--- config.mk ---
export PLATFORM = sky130hd
export DESIGN_NAME = booth_seq_multiplier
export DESIGN_NICKNAME = d
export VERILOG_FILES = /design/src/rtl/mul_pkg.sv /design/src/rtl/booth_r4_encoder.sv /design/src/rtl/booth_seq_multiplier.sv
export SDC_FILE = /design/constraint.sdc
export NUM_CORES = 1
export LEC_CHECK = 0
export CAP_MARGIN = 20
export CELL_PAD_IN_SITES_DETAIL_PLACEMENT = 0
export CELL_PAD_IN_SITES_GLOBAL_PLACEMENT = 1
export CORE_UTILIZATION = 42
export DETAILED_ROUTE_END_ITERATION = 16
export DONT_BUFFER_PORTS = 1
export PLACE_DENSITY_LB_ADDON = 0.2
export SLEW_MARGIN = 20
export SYNTH_ARGS = -nofsm -noshare
export SYNTH_HDL_FRONTEND = slang
export SYNTH_SLANG_ARGS = --single-unit
export TNS_END_PERCENT = 5
--- constraint.sdc ---
create_clock -name clock -period 5.1 [get_ports clock]
set_input_delay 1.02 -clock clock [delete_from_list [all_inputs] [get_ports clock]]
set_output_delay 1.02 -clock clock [all_outputs]
set_load 0.02 [all_outputs]
--- src/rtl/mul_pkg.sv ---
// rtl/mul_pkg.sv - shared types and constants for the radix-4 Booth multiplier
// Purpose: FSM state encoding, Booth digit select codes and the iteration-count helper.
// Ports: none (package).
// Build option: MUL_UNSIGNED_EN adds unsigned operand support (one extra Booth digit).
package mul_pkg;

  typedef enum logic [1:0] {
    IDLE = 2'd0,
    BUSY = 2'd1,
    DONE = 2'd2
  } state_t;

  // Booth digit select codes, bit order {neg, one, two}.
  localparam logic [2:0] SEL_ZERO = 3'b000;
  localparam logic [2:0] SEL_POS1 = 3'b010;
  localparam logic [2:0] SEL_POS2 = 3'b001;
  localparam logic [2:0] SEL_NEG1 = 3'b110;
  localparam logic [2:0] SEL_NEG2 = 3'b101;

  // Number of Booth digits retired per multiply. The unsigned-capable build
  // widens the multiplier by two bits so a zero-extended operand still has a
  // sign digit, which costs one more iteration in both modes.
  function automatic int iter_count(input int width);
`ifdef MUL_UNSIGNED_EN
    return width / 2 + 1;
`else
    return width / 2;
`endif
  endfunction

endpackage

--- src/rtl/booth_r4_encoder.sv ---
// rtl/booth_r4_encoder.sv - radix-4 Booth digit encoder
// Purpose: maps the 3-bit multiplier window {b[1], b[0], q_-1} to a partial-product select.
// Ports:
//   window  in   3  Booth window {b[1], b[0], q_-1}
//   neg     out  1  negate the selected multiple
//   one     out  1  select 1 x multiplicand
//   two     out  1  select 2 x multiplicand
module booth_r4_encoder
  import mul_pkg::*;
(
  input  logic [2:0] window,
  output logic       neg,
  output logic       one,
  output logic       two
);

  logic [2:0] sel;

  always_comb begin
    sel = SEL_ZERO;
    case (window)
      3'b000:  sel = SEL_ZERO;
      3'b001:  sel = SEL_POS1;
      3'b010:  sel = SEL_POS1;
      3'b011:  sel = SEL_POS2;
      3'b100:  sel = SEL_NEG2;
      3'b101:  sel = SEL_NEG1;
      3'b110:  sel = SEL_NEG1;
      3'b111:  sel = SEL_ZERO;
      default: sel = SEL_ZERO;
    endcase
  end

  assign {neg, one, two} = sel;

endmodule

--- src/rtl/booth_seq_multiplier.sv ---
// rtl/booth_seq_multiplier.sv - sequential radix-4 Booth multiplier, one digit per clock
// Purpose: exact 2*WIDTH-bit two's-complement product behind a start/busy/done handshake.
// Ports:
//   clock         in   1      system clock
//   clear         in   1      synchronous active-high reset; aborts an in-flight multiply
//   is_unsigned   in   1      (MUL_UNSIGNED_EN only) treat both operands as unsigned
//   start         in   1      request; accepted only in IDLE or DONE
//   multiplicand  in   WIDTH  operand A, captured on accepted start
//   multiplier    in   WIDTH  operand B, captured on accepted start
//   busy          out  1      iterating
//   done          out  1      product valid; held until next accepted start or clear
//   hi            out  WIDTH  upper half of the product
//   lo            out  WIDTH  lower half of the product
// Build option: MUL_UNSIGNED_EN adds is_unsigned and runs WIDTH/2+1 iterations.
module booth_seq_multiplier
  import mul_pkg::*;
#(
  parameter int WIDTH = 32
) (
  input  logic             clock,
  input  logic             clear,
`ifdef MUL_UNSIGNED_EN
  input  logic             is_unsigned,
`endif
  input  logic             start,
  input  logic [WIDTH-1:0] multiplicand,
  input  logic [WIDTH-1:0] multiplier,
  output logic             busy,
  output logic             done,
  output logic [WIDTH-1:0] hi,
  output logic [WIDTH-1:0] lo
);

  localparam int ITER = iter_count(WIDTH);
  localparam int CW   = $clog2(ITER) + 1;
  localparam int AW   = WIDTH + 2;   // accumulator P and extended multiplicand
  localparam int SW   = WIDTH + 3;   // pre-shift sum, one guard bit above P
`ifdef MUL_UNSIGNED_EN
  localparam int BW   = WIDTH + 2;   // multiplier extended so unsigned values keep a sign digit
`else
  localparam int BW   = WIDTH;
`endif

  state_t          state_q, state_d;
  logic [CW-1:0]   cnt_q;
  logic [AW-1:0]   a_q;
  logic [AW-1:0]   p_q;
  logic [BW-1:0]   b_q;
  logic            q_q;
  logic [WIDTH-1:0] hi_q, lo_q;

  logic            accept;
  logic            last;
  logic            neg, one, two;
  logic [SW-1:0]   a_ext;
  logic [SW-1:0]   mag;
  logic [SW-1:0]   addend;
  logic [SW-1:0]   sum;
  logic [AW-1:0]   nxt_p;
  logic [BW-1:0]   nxt_b;
  logic            ext_a, ext_b;

  assign accept = start && ((state_q == IDLE) || (state_q == DONE));
  assign last   = (cnt_q == CW'(ITER - 1));

`ifdef MUL_UNSIGNED_EN
  assign ext_a = is_unsigned ? 1'b0 : multiplicand[WIDTH-1];
  assign ext_b = is_unsigned ? 1'b0 : multiplier[WIDTH-1];
`else
  assign ext_a = multiplicand[WIDTH-1];
  assign ext_b = multiplier[WIDTH-1];
`endif

  booth_r4_encoder u_enc (
    .window ({b_q[1], b_q[0], q_q}),
    .neg    (neg),
    .one    (one),
    .two    (two)
  );

  // Selected multiple of A. The guard bit keeps P + 2A from wrapping when A
  // is a large zero-extended unsigned operand; after the shift the result
  // fits back into AW bits.
  always_comb begin
    a_ext  = {a_q[AW-1], a_q};
    mag    = '0;
    if (two)
      mag = {a_q, 1'b0};
    else if (one)
      mag = a_ext;
    addend = neg ? (~mag + SW'(1)) : mag;
    sum    = {p_q[AW-1], p_q} + addend;
    // Arithmetic shift of {P, B, q_-1} right by two.
    nxt_p  = {sum[SW-1], sum[SW-1:2]};
    nxt_b  = {sum[1:0], b_q[BW-1:2]};
  end

  always_comb begin
    state_d = state_q;
    case (state_q)
      IDLE:    if (start) state_d = BUSY;
      BUSY:    if (last)  state_d = DONE;
      DONE:    if (start) state_d = BUSY;
      default: state_d = IDLE;
    endcase
  end

  always_ff @(posedge clock) begin
    if (clear)
      state_q <= IDLE;
    else
      state_q <= state_d;
  end

  always_ff @(posedge clock) begin
    if (clear) begin
      cnt_q <= '0;
      a_q   <= '0;
      p_q   <= '0;
      b_q   <= '0;
      q_q   <= 1'b0;
      hi_q  <= '0;
      lo_q  <= '0;
    end else if (accept) begin
      cnt_q <= '0;
      a_q   <= {{2{ext_a}}, multiplicand};
      p_q   <= '0;
`ifdef MUL_UNSIGNED_EN
      b_q   <= {{2{ext_b}}, multiplier};
`else
      b_q   <= multiplier;
`endif
      q_q   <= 1'b0;
    end else if (state_q == BUSY) begin
      cnt_q <= cnt_q + CW'(1);
      p_q   <= nxt_p;
      b_q   <= nxt_b;
      q_q   <= b_q[1];
      if (last) begin
        // Low 2*WIDTH bits of {P, B} after the final shift hold the product.
`ifdef MUL_UNSIGNED_EN
        hi_q <= {nxt_p[WIDTH-3:0], nxt_b[WIDTH+1:WIDTH]};
        lo_q <= nxt_b[WIDTH-1:0];
`else
        hi_q <= nxt_p[WIDTH-1:0];
        lo_q <= nxt_b;
`endif
      end
    end
  end

  assign busy = (state_q == BUSY);
  assign done = (state_q == DONE);
  assign hi   = hi_q;
  assign lo   = lo_q;

  // ext_b is only consumed by the capture path in the wide build.
`ifndef MUL_UNSIGNED_EN
  logic unused_ext_b;
  assign unused_ext_b = ext_b;
`endif

endmodule

==> results of run 1 <==
==> path summary, 6_finish.rpt <==
kind,to,slack [ps]
setup / recovery,p_q[32],260
setup reg to reg,p_q[32],260
hold reg to reg,lo[27],460
hold / removal,lo[27],460
==> per-layer routing <==
metal  part of all wire [%]  vias to the layer above
met5                      0                        -
met4                    1.2                        0
met3                    4.2                       23
met2                     43                      186
met1                     51                     3847
li1                       -                     4355
==> report_power, final <==
| group | internal (uW) | switching (uW) | total, uW |
|---|---|---|---|
| Combinational | 258 | 428 | 686 |
| Clock | 654 | 628 | 1280 |
| Sequential | 1370 | 58.5 | 1430 |
| Total | 2290 | 1110 | 3400 |
==> metrics by stage <==
stage | setup slack, ps | instances
2_1_floorplan | 5.047 | 1266
3_3_place_gp | 208.0 | 1482
3_5_place_dp | 60.32 | 1482
4_1_cts | 48.19 | 1514
5_1_grt | 4.358 | 1518
6_report | 261.6 | 1518
==> tightest hold or removal path, delay by kind of cell, from the launching register on <==
family          cells  cell delay (ps)
simple gates        1               60
flops               1              320
compound gates      1               50
==> placed cells by master, fill, tap and decap left out, drive strengths merged, types with 4 or more instances in the layout <==
cell type	netlist	layout
a21oi	195	195
mux2i	3	4
nand2b	11	11
buf	18	28
a211oi	13	13
clkinv	1	7
dfxtp	169	169
a21o	21	21
o211ai	7	7
a31oi	12	12
nor4	8	8
xnor2	34	34
nand4	8	8
nor3	41	41
a211o	4	4
ha	40	40
or4	10	10
o21ai	43	43
nand2	295	295
clkbuf	71	18
inv	14	20
a21boi	7	7
o22ai	35	35
and2	10	10
xor2	29	29
nor2b	7	7
and3	21	21
nand3	17	17
nor2	74	74
==> kinds of logic (layout without fill, tap and decap cells) <==
kind of cell	after synthesis	after routing
and+or+nand+nor	516	516
AOI/OAI and AO/OA	367	367
muxes	6	7
adders and majority gates	41	41
DFF	169	169
buffers and inverters	104	75
xor gates and xnor gates	63	63
==> sequential cells by signal (all words and copies together), names as in the netlist <==
name     count
p_q         33
q_q          1
hi          32
state_q      2
b_q         32
cnt_q        5
lo          32
a_q         32
==> repair_timing <==
item | in CTS | in global routing
setup buffers | 0 | 3
endpoints found under the hold margin | 0 | 0
setup endpoints to repair | 0 | 21
hold buffers | 0 | 0
resized for setup | 0 | 21
==> final cells by class <==
type	instances	area, sq um
Clock buffer	18	429.2
Clock inverter	14	152.6
Fill cell	2287	11550
Inverter	15	56.30
Multi-Input combinational cell	994	5692
Sequential cell	169	3387
Tap cell	280	350.3
Timing Repair Buffer	28	210.2
==> metrics.log, run 1 <==
INFO  metric crit_path_dat = 5190 ps
INFO  metric cap_violations = 0
INFO  metric maxSlewViolCount = 0
INFO  metric setup_crit_path_kind = reg2reg
INFO  metric cp_buf_inv_count = 4
INFO  metric ranking_of_synthesized_cells_by_area = sky130_fd_sc_hd__dfxtp_1 36%, sky130_fd_sc_hd__nand2_1 12%, sky130_fd_sc_hd__a21oi_1 10%
INFO  metric floorplan.rows = 54
INFO  metric hold_path_depth = 2
INFO  metric port-buffer-count = 0
INFO  metric synth_top_family_by_area = simple AND/OR/NAND/NOR gates
INFO  metric critical_path.startpoint_type = flop
INFO  metric gpl.final_weighted_congestion = 0.8847
INFO  metric clk-insertion-delay-late = 440 ps
INFO  metric diodes = 0
INFO  metric reg2regPathDepth = 21
INFO  metric clock_tree.buffer_depth = 2
INFO  metric drcViolationCount = 0
INFO  metric place_area = 0.009579 sq mm
INFO  metric route.vias.total = 8411
INFO  metric critical_path.endpoint_type = flop
INFO  metric ys_async_sr_fraction = 0%
INFO  metric ys_ff_latch = 169
INFO  metric gr-usage-met3 = 3.223%
INFO  metric boundaryPins = 133
INFO  metric synth.net_count = 1374
INFO  metric drtIter0Drc = 524
INFO  metric worst_path_dominant_cell_family = compound AO/OA/AOI/OAI gates
INFO  metric power_density = 330.8 mW/mm^2
INFO  metric drive_gt1_share = 7.997%
INFO  metric max_stage_delay = 470 ps
INFO  metric run_status = finished, final reports clean
INFO  metric grt_pass1_vias = 7693
INFO  metric timing.fmax = 0.2067 GHz
INFO  metric critical_path_cell_count = 21
INFO  metric p_leak = 0.003892 uW
INFO  metric clock-skew-final = 13.10 ps
INFO  metric detail_route.wirelength = 25650 um
INFO  metric finalCriticalPeriod = 4838 ps
INFO  metric rsz0062_at_grt = false
INFO  metric synth_top_cell_area_share = 36.14%
INFO  metric worst-path-max-fanout = 10
INFO  metric timing_worst_slew_pin_value = 851.5 ps
INFO  metric multiplexer_fraction_of_the_synthesized_cell_area = 0.7618%
INFO  metric busiest_layer = met1
INFO  metric finish.utilization = 47.09%
INFO  metric final.setup.tns = 0 ps
INFO  metric worstHoldStart = b_q[29]
INFO  metric grt_max_degree = 137
INFO  metric ys_warn_count = 0
INFO  metric synth_cell_type_count = 65
INFO  metric drt_first_pass_iters = 5
INFO  metric r2r-start = b_q[0]
INFO  metric setup_viol = 0
INFO  metric antenna_violating_nets_left = 0
INFO  metric slew_headroom = 43.24%
INFO  metric track_usage = 22.66%
INFO  metric post_synth_xor_area_fraction = 5.894%
INFO  metric post_synth.cell_area_avg = 7.395 sq um
INFO  metric design_power_total = 3400 uW
INFO  metric global_route.usage.met2 = 32.79%
INFO  metric syn-instance-count = 1266
INFO  metric worst_setup_path_startpoint = b_q[0]
INFO  metric first_pass_grt_wire_length = 40900 um
INFO  metric synth_simple_gate_area_share = 24.22%
INFO  metric viasPerCell = 5.541
INFO  metric syn2layout_area_growth = 9.784%
INFO  metric core_area = 0.02182 sq mm
INFO  metric ctsHtreeMaxLevel = 4
INFO  metric synthesis.area = 0.009361 sq mm
INFO  metric cts_tree = yes
INFO  metric synth.yosys.seq_area_share = 36.14%
INFO  metric clkSinkCount = 169
INFO  metric die-area = 0.02289 sq mm
INFO  metric cts.clk_slew.worst_paths = 80 ps
INFO  metric cp_data_required_time = 5450 ps
INFO  metric die_h = 151.3 um
INFO  metric peakVddDrop = 183.0 uV
INFO  metric finish.net_count = 1333
INFO  metric route.detailed.wl_per_inst = 16.89 um
INFO  metric final.period_utilization = 94.87%
INFO  metric edff_count_synth = 0
INFO  metric root_buffer = sky130_fd_sc_hd__clkbuf_16
INFO  metric synth_area_leader_cell = sky130_fd_sc_hd__dfxtp_1
INFO  metric number_of_cts_inserted_buffers = 17
INFO  metric antenna_violations_before_repair = 0
INFO  metric initial_core_util = 42.90%
INFO  metric overflow = 0
INFO  metric fin_hold_ws = 458.7 ps
INFO  metric die_w = 151.3 um
INFO  metric worst_path_max_delay_cell = sky130_fd_sc_hd__o31ai_1
INFO  metric postLayoutCellArea = 0.01028 sq mm
INFO  metric post_synth_fa_ha_maj_area_fraction = 5.560%
INFO  metric dp_hpwl = 17720 um
INFO  metric use_met1 = 34.29%
INFO  metric synthFlopType = sky130_fd_sc_hd__dfxtp_1
INFO  metric top_cells_by_instance_count_after_synthesis = 295 x sky130_fd_sc_hd__nand2_1, 194 x sky130_fd_sc_hd__a21oi_1, 169 x sky130_fd_sc_hd__dfxtp_1, 74 x sky130_fd_sc_hd__nor2_1, 70 x sky130_fd_sc_hd__clkbuf_1
INFO  metric synth_most_common_cell = sky130_fd_sc_hd__nand2_1
INFO  metric final_hold_viol_count = 0
INFO  metric critical_path_cell_sequence = inv_1 > ha_2 > buf_4 > nor2_1 > buf_4 > buf_4 > nor3_1 > o31ai_1 > and2_1 > nand2_1 > xnor2_1 > ha_1 > a21o_1 > a21o_1 > a21oi_2 > o21ai_1 > a21bo_2 > a41oi_2 > nor3_1 > o31a_1 > nor3_1
INFO  metric hold_path_class = reg2reg
INFO  metric synth_compound_area_share = 22.87%
Power figures use the tool's default switching activity.
==> run 2: changes to the inputs <==
- CORE_UTILIZATION: 42 -> 44
- CTS_BUF_LIST: not set -> sky130_fd_sc_hd__clkbuf_4 sky130_fd_sc_hd__clkbuf_8
==> run 2 against run 1 <==
Critical path depth rose by 1. Clock power fell by 26%. Die area fell by 4.5%. Core utilization rose by 1.9 points. Cell area fell by 2.0%. Via count rose by 1.5%. Fmax fell by 0.69%. Critical path type unchanged. Highest routed layer unchanged.
==> metrics.log, run 2 (same netlist as run 1, synthesis figures left out) <==
INFO  metric drive_gt1_share = 7.848% (-0.15 points)
INFO  metric layout_common_cells = 293 x sky130_fd_sc_hd__nand2_1, 190 x sky130_fd_sc_hd__a21oi_1, 166 x sky130_fd_sc_hd__dfxtp_1
INFO  metric setup_crit_path_kind = reg2reg
INFO  metric route.vias.total = 8533 (+1.5%)
INFO  metric cts-hold-fix-buffers = 0 (unchanged)
INFO  metric initial_core_util = 45.53% (+2.6 points)
INFO  metric route.detailed.wl_per_inst = 16.83 um (-0.39%)
INFO  metric timing_worst_slew_pin_value = 833.9 ps (-17.60 ps)
INFO  metric cp_data_required_time = 5490 ps (+40 ps)
INFO  metric clock-skew-final = 17.73 ps (+4.630 ps)
INFO  metric root_buffer = sky130_fd_sc_hd__clkbuf_8
INFO  metric diodes = 0 (unchanged)
INFO  metric drt_first_pass_iters = 7 (+2)
INFO  metric p_leak = 0.003807 uW (-2.2%)
INFO  metric share_comb_of_total_power = 22.2% (+2.0 points)
INFO  metric postLayoutCellArea = 0.01007 sq mm (-2.0%)
INFO  metric critical_path.endpoint_type = flop
INFO  metric share_of_total_power_in_the_clock_network = 31.0% (-6.7 points)
INFO  metric critical_path.startpoint_type = flop
INFO  metric gpl.final_weighted_congestion = 0.8991 (+1.6%)
INFO  metric peakVddDrop = 230.5 uV (+26%)
INFO  metric maxSlewViolCount = 0 (unchanged)
INFO  metric cts_tree = yes
INFO  metric clkSinkCount = 169 (unchanged)
INFO  metric p_sw = 1068 uW (-4.1%)
INFO  metric floorplan.rows = 52 (-3.7%)
INFO  metric max_stage_delay = 520 ps (+50 ps)
INFO  metric grt_pass1_vias = 7708 (+0.19%)
INFO  metric finish.net_count = 1332 (-0.075%)
INFO  metric grt_max_degree = 137 (unchanged)
INFO  metric timing.fmax = 0.2052 GHz (-0.69%)
INFO  metric detail_route.wirelength = 25340 um (-1.2%)
INFO  metric track_usage = 23.18% (+0.52 points)
INFO  metric run_status = finished, final reports clean
INFO  metric setup_viol = 0 (unchanged)
INFO  metric crit_path_dat = 5260 ps (+70 ps)
INFO  metric power_density = 304.4 mW/mm^2 (-8.0%)
INFO  metric worst_path_max_delay_cell = sky130_fd_sc_hd__or4_4
INFO  metric largest_register_ffs = 33 (unchanged)
INFO  metric antenna_violations_before_repair = 0 (unchanged)
INFO  metric ctsHtreeMaxLevel = 4 (unchanged)
INFO  metric finalCriticalPeriod = 4872 ps (+33.77 ps)
INFO  metric cts.clk_slew.worst_paths = 110 ps (+30 ps)
INFO  metric final_hold_viol_count = 0 (unchanged)
INFO  metric port-buffer-count = 0 (unchanged)
INFO  metric clock_tree.buffer_depth = 2 (unchanged)
INFO  metric die_w = 147.9 um (-2.3%)
INFO  metric core_area = 0.02056 sq mm (-5.8%)
INFO  metric drcViolationCount = 0 (unchanged)
INFO  metric most_common_library_cell_in_the_layout_ignoring_fill_and_taps = sky130_fd_sc_hd__nand2_1
INFO  metric antenna_violating_nets_left = 0 (unchanged)
INFO  metric cap_violations = 0 (unchanged)
INFO  metric hold_path_class = reg2reg
INFO  metric overflow = 0 (unchanged)
INFO  metric die-area = 0.02186 sq mm (-4.5%)
INFO  metric number_of_cts_inserted_buffers = 17 (unchanged)
INFO  metric clk-insertion-delay-late = 470 ps (+30 ps)
INFO  metric rsz0062_at_grt = true
INFO  metric slew_headroom = 44.41% (+1.2 points)
INFO  metric dp_hpwl = 17650 um (-0.44%)
INFO  metric syn2layout_area_growth = 7.551%
INFO  metric largest_register_by_flop_count = p_q
INFO  metric die_h = 147.9 um (-2.3%)
INFO  metric design_power_total = 3065 uW (-9.9%)
INFO  metric first_pass_grt_wire_length = 40890 um (about the same)
INFO  metric viasPerCell = 5.666 (+2.3%)
INFO  metric critical_path_cell_sequence = inv_1 > ha_4 > mux2_4 > a21oi_2 > ha_2 > nor4b_4 > a32oi_2 > or2_4 > or4_4 > a211o_1 > nand2_1 > xor2_2 > ha_2 > a21o_1 > a21o_1 > a21oi_1 > o21ai_1 > a21bo_2 > a41oi_2 > nor3_1 > o31a_1 > nor3_1
INFO  metric fin_hold_ws = 454.0 ps (-4.678 ps)
INFO  metric seq_power_share = 46.8% (+4.7 points)
INFO  metric drtIter0Drc = 570 (+8.8%)
INFO  metric boundaryPins = 133 (unchanged)
INFO  metric power.internal = 1997 uW (-13%)
INFO  metric final.period_utilization = 95.53% (+0.66 points)
INFO  metric fraction_of_power_spent_switching_nets = 34.85% (+2.1 points)
INFO  metric place_area = 0.009537 sq mm (-0.44%)
INFO  metric worst-path-max-fanout = 5 (-5)
## run 2: cell types whose count changed in the layout (fill, tap and decap cells not counted), sizes merged
cell	previous run	this run
clkinvlp	2	0
clkinv	7	8
clkbuf	18	17
buf	28	27
inv	20	21
## run 2: through the flow
step	util [%]	TNS [ps]	cells	worst slack, ps
after floorplan	-	0	1266	5.047
after global placement	46.39	0	1468	191.6
after detailed placement	46.39	0	1468	13.32
after CTS	48.28	0	1499	21.11
after global routing	48.97	-6.699	1506	-2.722
final	48.97	0	1506	227.8
## run 2: power by group through the flow
stage                     clock network, uW  logic, uW  registers (uW)
after global routing                   1040        753            1440
after floorplan                           0        523            1440
final                                   951        681            1430
after global placement                    0        657            1460
after CTS                               981        660            1430
after detailed placement                  0        658            1460
## run 2: path summary, 6_finish.rpt
| check | slack [ps] | to | cells past startpoint | startpoint |
|---|---|---|---|---|
| worst max-delay path | 230 | p_q[32] | 22 | q_q |
| worst min-delay path | 450 | lo[25] | 2 | b_q[27] |
| worst max register to register | 230 | p_q[32] | 22 | q_q |
| worst min register to register | 450 | lo[25] | 2 | b_q[27] |
## run 2: area by class of cell
class / count / area [sq um]
clock buffer: 17 / 234.0
clock inverter: 14 / 155.1
fill: 2125 / 10490
inverter: 15 / 56.30
multi-input combinational: 994 / 5693
sequential: 169 / 3390
tap: 270 / 337.8
timing repair buffer: 27 / 202.7
## run 2: layer usage
metal,vias to the layer above,routed length (um),GRT usage (%)
li1,4350,-,-
met1,3963,13100,35.22
met2,207,10780,33.73
met3,13,1279,4.136
met4,0,184,4.794
met5,-,0,0
## run 2: repair_timing
| action | 4_1_cts | 5_1_grt |
|---|---|---|
| setup buffers | 0 | 6 |
| setup endpoints to repair | 0 | 18 |
| resized for setup | 0 | 20 |
## run 2: critical path, delay by kind of cell (launching register included)
kind	cells	cell delay [ps]
muxes	1	290
AOI/OAI and AO/OA	10	1950
DFF	1	370
and+or+nand+nor	6	1390
adders and majority gates	3	610
buffers and inverters	1	70
xor gates and xnor gates	1	100
==> run 3: changes to the inputs <==
- BUFFER_PORTS_ARGS: not set -> -buffer_cell sky130_fd_sc_hd__buf_2
- CORE_UTILIZATION: 44 -> 39
- DONT_BUFFER_PORTS: 1 -> not set
==> run 3 against run 2 <==
Fmax increased by 1.3%. Sequential power barely moved. Count of clock-buffer cells in the layout unchanged. Non-clock buffer count is 140 higher. Critical endpoint unchanged. Highest routed layer unchanged.
==> metrics.log, run 3 (same netlist as run 1, synthesis figures left out) <==
INFO  metric setup_crit_path_kind = reg2reg
INFO  metric worst_path_max_delay_cell = sky130_fd_sc_hd__or4_4
INFO  metric hold_path_class = reg2reg
INFO  metric max_stage_delay = 520 ps (about the same)
INFO  metric worst_path_dominant_cell_family = compound AO/OA/AOI/OAI gates
INFO  metric dp_hpwl = 18670 um (+5.8%)
INFO  metric clkSinkCount = 169 (unchanged)
INFO  metric antenna_violating_nets_left = 0 (unchanged)
INFO  metric setup_ws = 290.5 ps (+62.61 ps)
INFO  metric cp_buf_inv_count = 1 (unchanged)
INFO  metric first_pass_grt_wire_length = 43030 um (+5.2%)
INFO  metric grt_max_degree = 72 (-47%)
INFO  metric cap_violations = 0 (unchanged)
INFO  metric largest_register_ffs = 33 (unchanged)
INFO  metric syn2layout_area_growth = 15.89%
INFO  metric timing.fmax = 0.2079 GHz (+1.3%)
INFO  metric drt_first_pass_iters = 5 (-2)
INFO  metric timing_worst_slew_pin_value = 889.5 ps (+55.60 ps)
INFO  metric final.period_utilization = 94.30% (-1.2 points)
INFO  metric layout_common_cells = 293 x sky130_fd_sc_hd__nand2_1, 190 x sky130_fd_sc_hd__a21oi_1, 166 x sky130_fd_sc_hd__dfxtp_1
INFO  metric fin_hold_ws = 454.4 ps (+0.4270 ps)
INFO  metric p_leak = 0.004475 uW (+18%)
INFO  metric boundaryPins = 133 (unchanged)
INFO  metric die_h = 156.9 um (+6.1%)
INFO  metric drcViolationCount = 0 (unchanged)
INFO  metric crit_path_dat = 5200 ps (-60 ps)
INFO  metric route.vias.total = 8974 (+5.2%)
INFO  metric run_status = finished, final reports clean
INFO  metric design_power_total = 3120 uW (+1.8%)
INFO  metric root_buffer = sky130_fd_sc_hd__clkbuf_8
INFO  metric clk-insertion-delay-late = 460 ps (about the same)
INFO  metric critical_path.endpoint_type = flop
INFO  metric ctsHtreeMaxLevel = 4 (unchanged)
INFO  metric initial_core_util = 39.88% (-5.7 points)
INFO  metric place_ws = 141.5 ps (+128.2 ps)
INFO  metric fraction_of_power_spent_switching_nets = 35.20% (+0.35 points)
INFO  metric power.internal = 2022 uW (+1.3%)
INFO  metric power_density = 287.6 mW/mm^2 (-5.5%)
INFO  metric peakVddDrop = 163.4 uV (-29%)
INFO  metric port-buffer-count = 132 (+132)
INFO  metric finish.net_count = 1471 (+10%)
INFO  metric cp_data_required_time = 5490 ps (about the same)
INFO  metric finish.utilization = 46.22% (-2.8 points)
INFO  metric final.setup.tns = 0 ps (unchanged)
INFO  metric finalCriticalPeriod = 4810 ps (-62.61 ps)
INFO  metric antenna_violations_before_repair = 0 (unchanged)
INFO  metric viasPerCell = 5.298 (-6.5%)
INFO  metric share_comb_of_total_power = 23.6% (+1.4 points)
INFO  metric p_sw = 1098 uW (+2.8%)
INFO  metric track_usage = 21.89% (-1.3 points)
INFO  metric slew_headroom = 40.70% (-3.7 points)
INFO  metric detail_route.wirelength = 26400 um (+4.2%)
INFO  metric route.detailed.wl_per_inst = 15.59 um (-7.4%)
INFO  metric final_hold_viol_count = 0 (unchanged)
INFO  metric critical_path_cell_sequence = inv_1 > ha_4 > mux2_4 > a21oi_2 > ha_4 > nor4b_4 > a32oi_2 > or2_4 > or4_4 > a211o_1 > nand2_1 > xor2_1 > ha_2 > a21o_1 > a21o_1 > a21oi_1 > o21ai_1 > a21bo_2 > a41oi_2 > nor3_1 > o31a_1 > nor3_2
INFO  metric largest_register_by_flop_count = p_q
INFO  metric core_area = 0.02347 sq mm (+14%)
INFO  metric clock_tree.buffer_depth = 2 (unchanged)
INFO  metric seq_power_share = 45.9% (-0.9 points)
INFO  metric maxSlewViolCount = 0 (unchanged)
INFO  metric setup_viol = 0 (unchanged)
INFO  metric cts_tree = yes
INFO  metric cts.clk_slew.worst_paths = 100 ps (about the same)
INFO  metric drive_gt1_share = 17.24% (+9.4 points)
INFO  metric overflow = 0 (unchanged)
INFO  metric most_common_library_cell_in_the_layout_ignoring_fill_and_taps = sky130_fd_sc_hd__nand2_1
INFO  metric diodes = 0 (unchanged)
INFO  metric floorplan.rows = 56 (+7.7%)
INFO  metric share_of_total_power_in_the_clock_network = 30.5% (-0.5 points)
INFO  metric die_w = 156.9 um (+6.1%)
INFO  metric worst-path-max-fanout = 5 (unchanged)
INFO  metric die-area = 0.02463 sq mm (+13%)
INFO  metric drtIter0Drc = 499 (-12%)
INFO  metric clock-skew-final = 16.21 ps (-1.515 ps)
INFO  metric gpl.final_weighted_congestion = 0.8881 (-1.2%)
INFO  metric grt_pass1_vias = 8287 (+7.5%)
INFO  metric critical_path.startpoint_type = flop
INFO  metric number_of_cts_inserted_buffers = 17 (unchanged)
==> run 3: final cells by class <==
cell class / instances / area (sq um)
inverter: 15 / 56.30
clock buffer: 17 / 234.0
timing repair buffer: 167 / 925.9
tap: 319 / 399.1
sequential: 169 / 3387
fill: 2424 / 12620
clock inverter: 14 / 151.4
multi-input combinational: 993 / 5695
==> run 3: what timing repair did <==
| action | 4_1_cts | 5_1_grt |
|---|---|---|
| gates resized for setup | 0 | 22 |
| hold buffers | 0 | 0 |
| endpoints found under the setup margin | 0 | 17 |
| buffers inserted | 0 | 1 |
==> run 3: per-stage QoR <==
step,instance area [sq um],cells
2_1_floorplan,9393,1266
3_5_place_dp,10360,1662
4_1_cts,10740,1693
6_report,10850,1694
5_1_grt,10850,1694
3_3_place_gp,10360,1662
==> run 3: metal layers <==
metal	vias to the layer above	routed length [um]	track usage [%]
li1	4631	-	-
met2	180	11680	33.88
met4	0	137	4.015
met3	6	1040	3.276
met1	4157	13550	32.11
met5	-	0	0
==> run 3: worst paths after layout <==
| kind | start | endpoint | slack, ps | depth (start not counted) |
|---|---|---|---|---|
| setup / recovery | b_q[0] | p_q[32] | 290 | 22 |
| hold / removal | hi[21] | hi[21] | 450 | 2 |
| setup reg to reg | b_q[0] | p_q[32] | 290 | 22 |
| hold reg to reg | hi[21] | hi[21] | 450 | 2 |
==> run 3: worst min-delay path: stages, from the launching register on <==
cell and delay, ps:
sky130_fd_sc_hd__dfxtp_1 320, sky130_fd_sc_hd__nand2_1 50, sky130_fd_sc_hd__a21oi_1 50
==> run 3: power groups by stage <==
| stage | clock, uW | sequential (uW) | combinational, uW |
|---|---|---|---|
| 5_1_grt | 1030 | 1440 | 821 |
| 4_1_cts | 979 | 1430 | 721 |
| 3_5_place_dp | 0 | 1460 | 718 |
| 6_report | 951 | 1430 | 737 |
| 3_3_place_gp | 0 | 1460 | 719 |
| 2_1_floorplan | 0 | 1440 | 523 |
